## src/rtl/clk_div_monitor.sv

```systemverilog
// Same-domain monitor for a divided clock: measures each div_clk phase at
// half-cycle resolution of in_clk, locks after consecutive good phases.
module clk_div_monitor #(
  parameter int EXP_HIGH = 5,
  parameter int EXP_LOW  = 5,
  parameter int LOCK_CNT = 4,
  parameter int CW       = 8
) (
  input  logic          in_clk,
  input  logic          in_rst,
  input  logic          div_clk,
  input  logic          en,
  input  logic          err_clr,
  output logic          locked,
  output logic          err,
  output logic [CW-1:0] hi_len,
  output logic [CW-1:0] lo_len,
  output logic [15:0]   rise_cnt,
  output logic [1:0]    state_dbg
);

  localparam int            GW       = (LOCK_CNT < 1) ? 1 : $clog2(LOCK_CNT + 1);
  localparam logic [CW-1:0] LEN_MAX  = '1;
  localparam logic [CW-1:0] EXP_HI_V = CW'(EXP_HIGH);
  localparam logic [CW-1:0] EXP_LO_V = CW'(EXP_LOW);
  localparam logic [GW-1:0] LOCK_V   = GW'(LOCK_CNT);

  typedef enum logic [1:0] {
    S_IDLE = 2'd0,
    S_SYNC = 2'd1,
    S_ACQ  = 2'd2,
    S_LOCK = 2'd3
  } state_t;

  // Tracking context threaded through the two half-cycle samples of a cycle.
  typedef struct packed {
    state_t        st;
    logic          lvl;
    logic [CW-1:0] len;
    logic [GW-1:0] good;
    logic [CW-1:0] hl;
    logic [CW-1:0] ll;
    logic [15:0]   rc;
    logic          err_set;
  } trk_t;

  state_t        st_q, st_d;
  logic          neg_s_q, neg_s_d;
  logic          run_lvl_q, run_lvl_d;
  logic [CW-1:0] run_len_q, run_len_d;
  logic [GW-1:0] good_q, good_d;
  logic          locked_q, locked_d;
  logic          err_q, err_d;
  logic [CW-1:0] hi_len_q, hi_len_d;
  logic [CW-1:0] lo_len_q, lo_len_d;
  logic [15:0]   rise_cnt_q, rise_cnt_d;
  trk_t          t0, t1, t2;

  function automatic trk_t step(input trk_t t_in, input logic s);
    trk_t t;
    logic eval;
    logic ok;
    logic stuck;
    t     = t_in;
    eval  = 1'b0;
    ok    = 1'b0;
    stuck = 1'b0;
    if (s == t.lvl) begin
      if (t.len != LEN_MAX) t.len = t.len + 1'b1;
      stuck = (t.len == LEN_MAX);
      eval  = stuck && (t.st != S_SYNC);
    end else begin
      if (s) t.rc = t.rc + 16'd1;
      if (t.st == S_SYNC) begin
        // The first phase after enabling is partial and never judged.
        t.st   = S_ACQ;
        t.good = '0;
      end else begin
        eval = 1'b1;
        if (t.lvl) begin
          ok   = (t.len == EXP_HI_V);
          t.hl = t.len;
        end else begin
          ok   = (t.len == EXP_LO_V);
          t.ll = t.len;
        end
      end
      t.lvl = s;
      t.len = CW'(1);
    end
    if (eval) begin
      case (t.st)
        S_ACQ: begin
          if (ok) begin
            t.good = t.good + 1'b1;
            if (t.good == LOCK_V) t.st = S_LOCK;
          end else begin
            t.good = '0;
          end
        end
        S_LOCK: begin
          if (!ok) begin
            t.err_set = 1'b1;
            t.st      = S_ACQ;
            t.good    = '0;
            if (stuck) t.len = '0;
          end
        end
        default: ;
      endcase
    end
    return t;
  endfunction

  always_comb begin
    neg_s_d = div_clk;
  end

  always_comb begin
    t0.st      = st_q;
    t0.lvl     = run_lvl_q;
    t0.len     = run_len_q;
    t0.good    = good_q;
    t0.hl      = hi_len_q;
    t0.ll      = lo_len_q;
    t0.rc      = rise_cnt_q;
    t0.err_set = 1'b0;
    t1 = step(t0, neg_s_q);
    t2 = step(t1, div_clk);

    st_d       = t2.st;
    run_lvl_d  = t2.lvl;
    run_len_d  = t2.len;
    good_d     = t2.good;
    hi_len_d   = t2.hl;
    lo_len_d   = t2.ll;
    rise_cnt_d = t2.rc;
    err_d      = t2.err_set ? 1'b1 : (err_clr ? 1'b0 : err_q);

    // Disabled or idle: follow the level only, keep lengths and err.
    if (!en || st_q == S_IDLE) begin
      st_d       = en ? S_SYNC : S_IDLE;
      run_lvl_d  = div_clk;
      run_len_d  = '0;
      good_d     = '0;
      hi_len_d   = hi_len_q;
      lo_len_d   = lo_len_q;
      rise_cnt_d = '0;
      err_d      = err_clr ? 1'b0 : err_q;
    end

    locked_d = (st_d == S_LOCK);
  end

  always_ff @(negedge in_clk or negedge in_rst) begin
    if (!in_rst) neg_s_q <= 1'b0;
    else         neg_s_q <= neg_s_d;
  end

  always_ff @(posedge in_clk or negedge in_rst) begin
    if (!in_rst) begin
      st_q       <= S_IDLE;
      run_lvl_q  <= 1'b0;
      run_len_q  <= '0;
      good_q     <= '0;
      locked_q   <= 1'b0;
      err_q      <= 1'b0;
      hi_len_q   <= '0;
      lo_len_q   <= '0;
      rise_cnt_q <= '0;
    end else begin
      st_q       <= st_d;
      run_lvl_q  <= run_lvl_d;
      run_len_q  <= run_len_d;
      good_q     <= good_d;
      locked_q   <= locked_d;
      err_q      <= err_d;
      hi_len_q   <= hi_len_d;
      lo_len_q   <= lo_len_d;
      rise_cnt_q <= rise_cnt_d;
    end
  end

  assign locked    = locked_q;
  assign err       = err_q;
  assign hi_len    = hi_len_q;
  assign lo_len    = lo_len_q;
  assign rise_cnt  = rise_cnt_q;
  assign state_dbg = st_q;

endmodule

```

## config.mk

```make
export PLATFORM = sky130hd
export DESIGN_NAME = clk_div_monitor
export DESIGN_NICKNAME = d
export VERILOG_FILES = /design/src/rtl/clk_div_monitor.sv
export SDC_FILE = /design/constraint.sdc
export NUM_CORES = 1
export LEC_CHECK = 0
export CORE_UTILIZATION = 62
export DETAILED_ROUTE_END_ITERATION = 6
export PLACE_DENSITY = 0.86
export SYNTH_ARGS = -nofsm -noshare
export SYNTH_HDL_FRONTEND = slang
export SYNTH_SLANG_ARGS = --single-unit
export TNS_END_PERCENT = 5
```

## constraint.sdc

```tcl
create_clock -name in_clk -period 6.85 [get_ports in_clk]
set_input_delay 1.7125 -clock in_clk [delete_from_list [all_inputs] [get_ports in_clk]]
set_output_delay 1.7125 -clock in_clk [all_outputs]
set_load 0.01 [all_outputs]
```

# [Word level (Yosys, flattened, before mapping)]
# Index checks and enable logic that the tools add are counted.
[totals] register_bits=49
[classes] addsub=6 n_eq_ne=19 mux=69 reduce_logical=5
[op_table] op="$mux W8" count=15
[op_table] op="$mux W16" count=5
[op_table] op="$mux W35" count=2
[op_table] op="$mux W11" count=4
[op_table] op="$add A16 B1 Y16 const B" count=2
[op_table] op="$mux W2" count=11
[op_table] op="$mux W1" count=21
[op_table] op="$mux W3" count=7
[op_table] op="$add A8 B1 Y8 const B" count=2
[op_table] op="$eq A8 B3 Y1 const B" count=2
[op_table] op="$eq A8 B8 Y1 const B" count=2
[op_table] op="$ne A8 B8 Y1 const B" count=2
[op_table] op="$pmux W3 S2" count=2
[op_table] op="$eq A2 B2 Y1 const B" count=5
[op_table] op="$pmux W2 S2" count=2
[op_table] op="$add A3 B1 Y3 const B" count=2
[op_table] op="$eq A3 B3 Y1 const B" count=2
[op_table] op="$eq A2 B1 Y1 const B" count=2
[op_table] op="$ne A2 B1 Y1 const B" count=2
[op_table] op="$eq A1 B1 Y1" count=2
[op_table] op="$logic_and A1 B1 Y1" count=2
[op_table] op="$logic_not A2 Y1" count=1
[op_table] op="$logic_not A1 Y1" count=1
[op_table] op="$logic_or A1 B1 Y1" count=1

# [Depth between registers and ports, before layout]
# Gate-level depths: netlist (run 1).
[depth] depth_word=20 depth_mapped=17 ltp_nobuf=15

==> out/results.ini, run 1 <==
[clocking]
clkSlewWorstSetupHoldPaths_ps=100
clockBufferDepth=2
cts-htree-levels=2
cts_sinks=49
cts_buffers=5
clk_latency_ps=310
root_buffer=clkbuf_8
post_cts_buffers=0
cts_tree=built

[finish]
final_cells=564
postLayoutCellArea_um2=4405
final_nets=507
antenna_cells=0
final_core_util=0.7441
area_growth_pct=16.28
nFillCells=476
drive_above_1_share=0.1022
seq_area_um2=1226
multi_input_area_um2=2417

[pwr]
power.density_nw_per_um2=230.4
leakage_uw=0.001714
power_uw=1015
irDropWorstVdd_uv=225.2

[worst_setup_path]
cp_top_family=compound AO/OA/AOI/OAI gates
crit_cells=13
timing.rr.start=neg_s_q
start_kind=flip-flop
path_cells=ha_1 -> buf_4 -> nor2_1 -> nor2b_1 -> ha_1 -> a22o_1 -> a222oi_1 -> a21oi_1 -> ha_1 -> ha_1 -> o2111a_1 -> a211oi_2 -> nor3b_1
setup.worst_path.class=flip-flop to flip-flop
required_ps=7030
crit_start=neg_s_q
cpMostUsedCell=ha_1
setup.worst_path.end=state_dbg[0]
endpoint_kind=flip-flop
reg2reg_to=state_dbg[0]
cp.arrival_ps=6790
reg2reg_slack_ps=250
crit_slowest_cell=a222oi_1
path_buf_inv=1
rr_worst_depth=13
cpPeakStageDelay_ps=390
critPathMaxFanout=14

[global_routing]
grt_pass1_wl_um=16460
antenna_found_initial=0
grt_pass1_vias=3318
grtUsageTotal=0.3297
grt_max_degree=49
gr-total-overflow=0

[logic_synthesis]
synth_area_leader_cell=dfrtp_1
synth_seq_cells=49
synth.avg_cell_area_um2=8.382
synth_top_area_share=0.3170
synth_area_um2=3789
synthFlopType=dfrtp_1
yosys_warnings=0
async_reset_ff_frac=1.000
synth.distinct_cells=76
syn-num-nets=471
ys_seq_area_frac=0.3236
synth_edf_count=0
synth_area_leaders=dfrtp_1 (32%), nor2_1 (5.7%), ha_1 (4.6%)
synth_cells=452

[placement]
dp_hpwl_um=7400
dp.cells=556
numPortBuffers=40
gp_congestion=0.9759
place_area_um2=4254

[sta]
rsz0062_at_grt=false
worst_pin_slew_ps=751.8
finalSetupViolations=0
slew_viol_final=0
hold_viol=0
fin_skew_ps=11.73
slew_headroom=0.4964
setup-tns-final_ps=0

[run]
cap_viol_max_count=0

[detailed_routing]
ant_nets=0
drt_pass1_iterations=5
drc=0
routed_wl_um=10290
drtIter0Drc=389
via_per_inst=6.605
vias=3725
wire_per_inst_um=18.25

[floorplan]
rows=28
die_y_um=80.17
start_util=0.6399
dieArea_um2=6427
core_area_um2=5921
die_w_um=80.17
io_pins=41

[status]
status=finished, final reports clean

[hold_path]
hold_path.class=flip-flop to flip-flop

[layout by cell type (no fill, tap or decap), types with 4 or more instances in the layout]
cell type	instances
a31oi_1	5
nor2b_1	8
xnor2_1	19
dfrtp_1	48
xor2_1	12
and2_1	7
nor3_1	22
nor2_1	58
o21ai_0	21
nand4_1	7
nor3b_1	5
inv_1	10
clkdlybuf4s50_1	39
nand2b_1	7
and3_1	6
clkbuf_8	5
o22ai_1	15
buf_4	13
nand2_1	26
ha_1	14
nand3_1	20
o31ai_1	5
a21oi_1	30
a41oi_1	4
[cells by family after synthesis]
family	Yosys count	synth area share
adders and majority gates	15	0.04888
xor gates and xnor gates	31	0.07166
muxes	4	0.01156
AOI/OAI and AO/OA	119	0.2140
and+or+nand+nor	199	0.2860
buffers and inverters	35	0.04425
DFF	49	0.3236
[worst register-to-register path: cells and delay by family, from the launching register on]
kind / cells / cell delay, ps
flops: 1 / 350
simple gates: 3 / 350
fa+ha+maj: 4 / 1020
buf+inv: 1 / 190
compound gates: 5 / 1150
[stage by stage]
stage	hold slack [ps]	setup slack, ps
detailed placement	514.7	95.98
global placement	503.5	234.3
CTS	544.3	109.4
finish	543.0	245.9
floorplan	551.7	30.62
global route	569.4	8.673
[how the worst min path moves through the flow]
stage / cells past startpoint / start / endpoint / slack [ps]
2_1_floorplan: 1 / err / err / 550
3_3_place_gp: 2 / hi_len[6] / hi_len[6] / 500
3_5_place_dp: 1 / err / err / 510
4_1_cts: 2 / lo_len[4] / lo_len[4] / 540
5_1_grt: 1 / err / err / 570
6_report: 2 / hi_len[4] / hi_len[4] / 540
[metal layers]
layer,up-vias,global-route usage,wire (um)
met5,-,0,0
met4,0,0.09464,184
met3,17,0.04659,793
met2,187,0.5470,4954
met1,1781,0.4451,4360
li1,1740,-,-
[cell type report]
class,count,share of cell area
Timing Repair Buffer,53,0.1119
Tap cell,75,0.02130
Clock buffer,5,0.01562
Sequential cell,49,0.2783
Inverter,11,0.009372
Multi-Input combinational cell,368,0.5487
Clock inverter,3,0.01477
[synthesized netlist by cell type, types with 4 or more instances]
| cell type | instances |
|---|---|
| nor2_1 | 58 |
| dfrtp_1 | 48 |
| a21oi_1 | 30 |
| nand2_1 | 26 |
| nor3_1 | 22 |
| o21ai_0 | 22 |
| nand3_1 | 20 |
| xnor2_1 | 19 |
| o22ai_1 | 16 |
| ha_1 | 14 |
| clkbuf_1 | 13 |
| xor2_1 | 12 |
| inv_1 | 10 |
| nor2b_1 | 9 |
| and2_1 | 7 |
| nand2b_1 | 7 |
| nand4_1 | 7 |
| and3_1 | 6 |
| a31oi_1 | 5 |
| buf_2 | 5 |
| nor3b_1 | 5 |
| o31ai_1 | 5 |
| a211oi_1 | 4 |
| a41oi_1 | 4 |
| buf_4 | 4 |
[flip-flops by register name, indices dropped and copies added (netlist names)]
register,flops
neg_s_q,1
state_dbg,2
lo_len,8
locked,1
rise_cnt,16
run_len_q,8
run_lvl_q,1
good_q,3
err,1
hi_len,8
[power breakdown]
part | switching (uW) | internal [uW] | leakage, uW | total, uW
combinational | 201 | 176 | 0.00101 | 377
clock | 105 | 145 | 0.0000681 | 250
sequential | 43.0 | 345 | 0.000638 | 388
[repair_timing]
| action | 4_1_cts | 5_1_grt |
|---|---|---|
| gates resized for setup | 0 | 4 |
| endpoints found under the setup margin | 0 | 10 |
| hold buffers | 0 | 0 |
Power figures use the tool's default switching activity.
==> run 2: changes to the inputs <==
Settings changed: REMOVE_ABC_BUFFERS set to 1, SETUP_SLACK_MARGIN set to 0.3.
==> out/results.ini, run 2 (synthesis results as in run 1) <==
[status]
status=finished, final reports clean

[finish]
drive_above_1_share=0.1283
largest_reg_flops=16
final_cell_mix=nor2_1 (57), dfrtp_1 (48), clkdlybuf4s50_1 (39)
final_core_util=0.7648
area_growth_pct=19.52
final_cells=574
final_nets=517
antenna_cells=0
final_common_cell=nor2_1

[run]
cap_viol_max_count=0

[clocking]
cts_buffers=5
cts_tree=built
root_buffer=clkbuf_8
cts-htree-levels=2
clk_latency_ps=310
clkSlewWorstSetupHoldPaths_ps=90
clockBufferDepth=2
cts_sinks=49

[floorplan]
dieArea_um2=6427
die_y_um=80.17
start_util=0.6399
die_w_um=80.17
io_pins=41
core_area_um2=5921
rows=28

[pwr]
leakage_uw=0.001762
power_uw=1029
irDropWorstVdd_uv=243.3
power.density_nw_per_um2=227.3

[sta]
finalSetupViolations=0
hold_ws_ps=533.4
slew_headroom=0.4939
hold_viol=0
worst_pin_slew_ps=755.6
fin_skew_ps=3.553
slew_viol_final=0
rsz0062_at_grt=true
setup-tns-final_ps=0

[detailed_routing]
routed_wl_um=10840
drt_pass1_iterations=5
wire_per_inst_um=18.89
via_per_inst=6.671
ant_nets=0
vias=3829
drc=0
drtIter0Drc=340

[worst_setup_path]
required_ps=7030
cp.arrival_ps=6770
timing.rr.start=neg_s_q
endpoint_kind=flip-flop
start_kind=flip-flop
crit_start=neg_s_q
setup.worst_path.class=flip-flop to flip-flop
critPathMaxFanout=18

[global_routing]
grt_max_degree=49
grtUsageTotal=0.3484
gr-total-overflow=0
antenna_found_initial=0
grt_pass1_wl_um=17080
grt_pass1_vias=3438

[placement]
dp_hpwl_um=7544
gp_congestion=0.9852
numPortBuffers=40
dp.cells=556

[hold_path]
hold_path.class=flip-flop to flip-flop
hp-start=lo_len[4]

## run 2: cell type report
class                           instances  area, um^2
Clock buffer                            5       68.82
Fill cell                             433        1393
Clock inverter                          3       65.06
Multi-Input combinational cell        368        2452
Inverter                               11       41.29
Sequential cell                        49        1226
Timing Repair Buffer                   63       580.6
Tap cell                               75       93.84
## run 2: worst max-delay path: stages, from the launching register on
cell and delay (ps):
dfrtn_1 470, ha_4 230, buf_12 150, nor2_4 100
nor2b_1 60, ha_1 280, a22o_1 200, a222oi_1 430
buf_4 190, buf_4 100, buf_4 100, buf_4 90
buf_4 90, buf_4 90, buf_4 100, o21ai_0 80
o311a_1 140, o2bb2ai_1 130
## run 2: what timing repair did
action | CTS | global route
pin swaps | 2 | 7
gates cloned | 0 | 0
hold buffers | 0 | 0
buffers inserted | 7 | 3
resized for setup | 3 | 11
setup endpoints to repair | 14 | 15
## run 2: stage by stage
stage          setup slack (ps)  instance area, um^2
2_1_floorplan            -363.6                 3662
3_3_place_gp              164.7                 4249
3_5_place_dp              93.83                 4249
4_1_cts                   251.6                 4448
5_1_grt                   202.1                 4528
6_report                  258.8                 4528
## run 2: where the power goes
part / total, uW / internal (uW) / switching (uW) / leakage [uW]
Clock: 246 / 145 / 101 / 0.0000681
Combinational: 395 / 186 / 210 / 0.00106
Sequential: 388 / 345 / 43.3 / 0.000638
Total: 1030 / 676 / 354 / 0.00176
## run 2: path summary, 6_finish.rpt
path	to	cells after the start	slack, ps
max	good_q[1]	17	260
min	lo_len[4]	2	530
max reg2reg	good_q[1]	17	260
min reg2reg	lo_len[4]	2	530
max in group asynchronous	neg_s_q	1	2190
min in group asynchronous	rise_cnt[3]	2	1560
## run 2: per-layer routing
metal / wire length (um) / global-route usage / vias up
met5: 0 / 0 / -
met4: 225 / 0.1107 / 0
met1: 4380 / 0.4553 / 1823
met2: 5327 / 0.5786 / 231
li1: - / - / 1749
met3: 910 / 0.06705 / 26
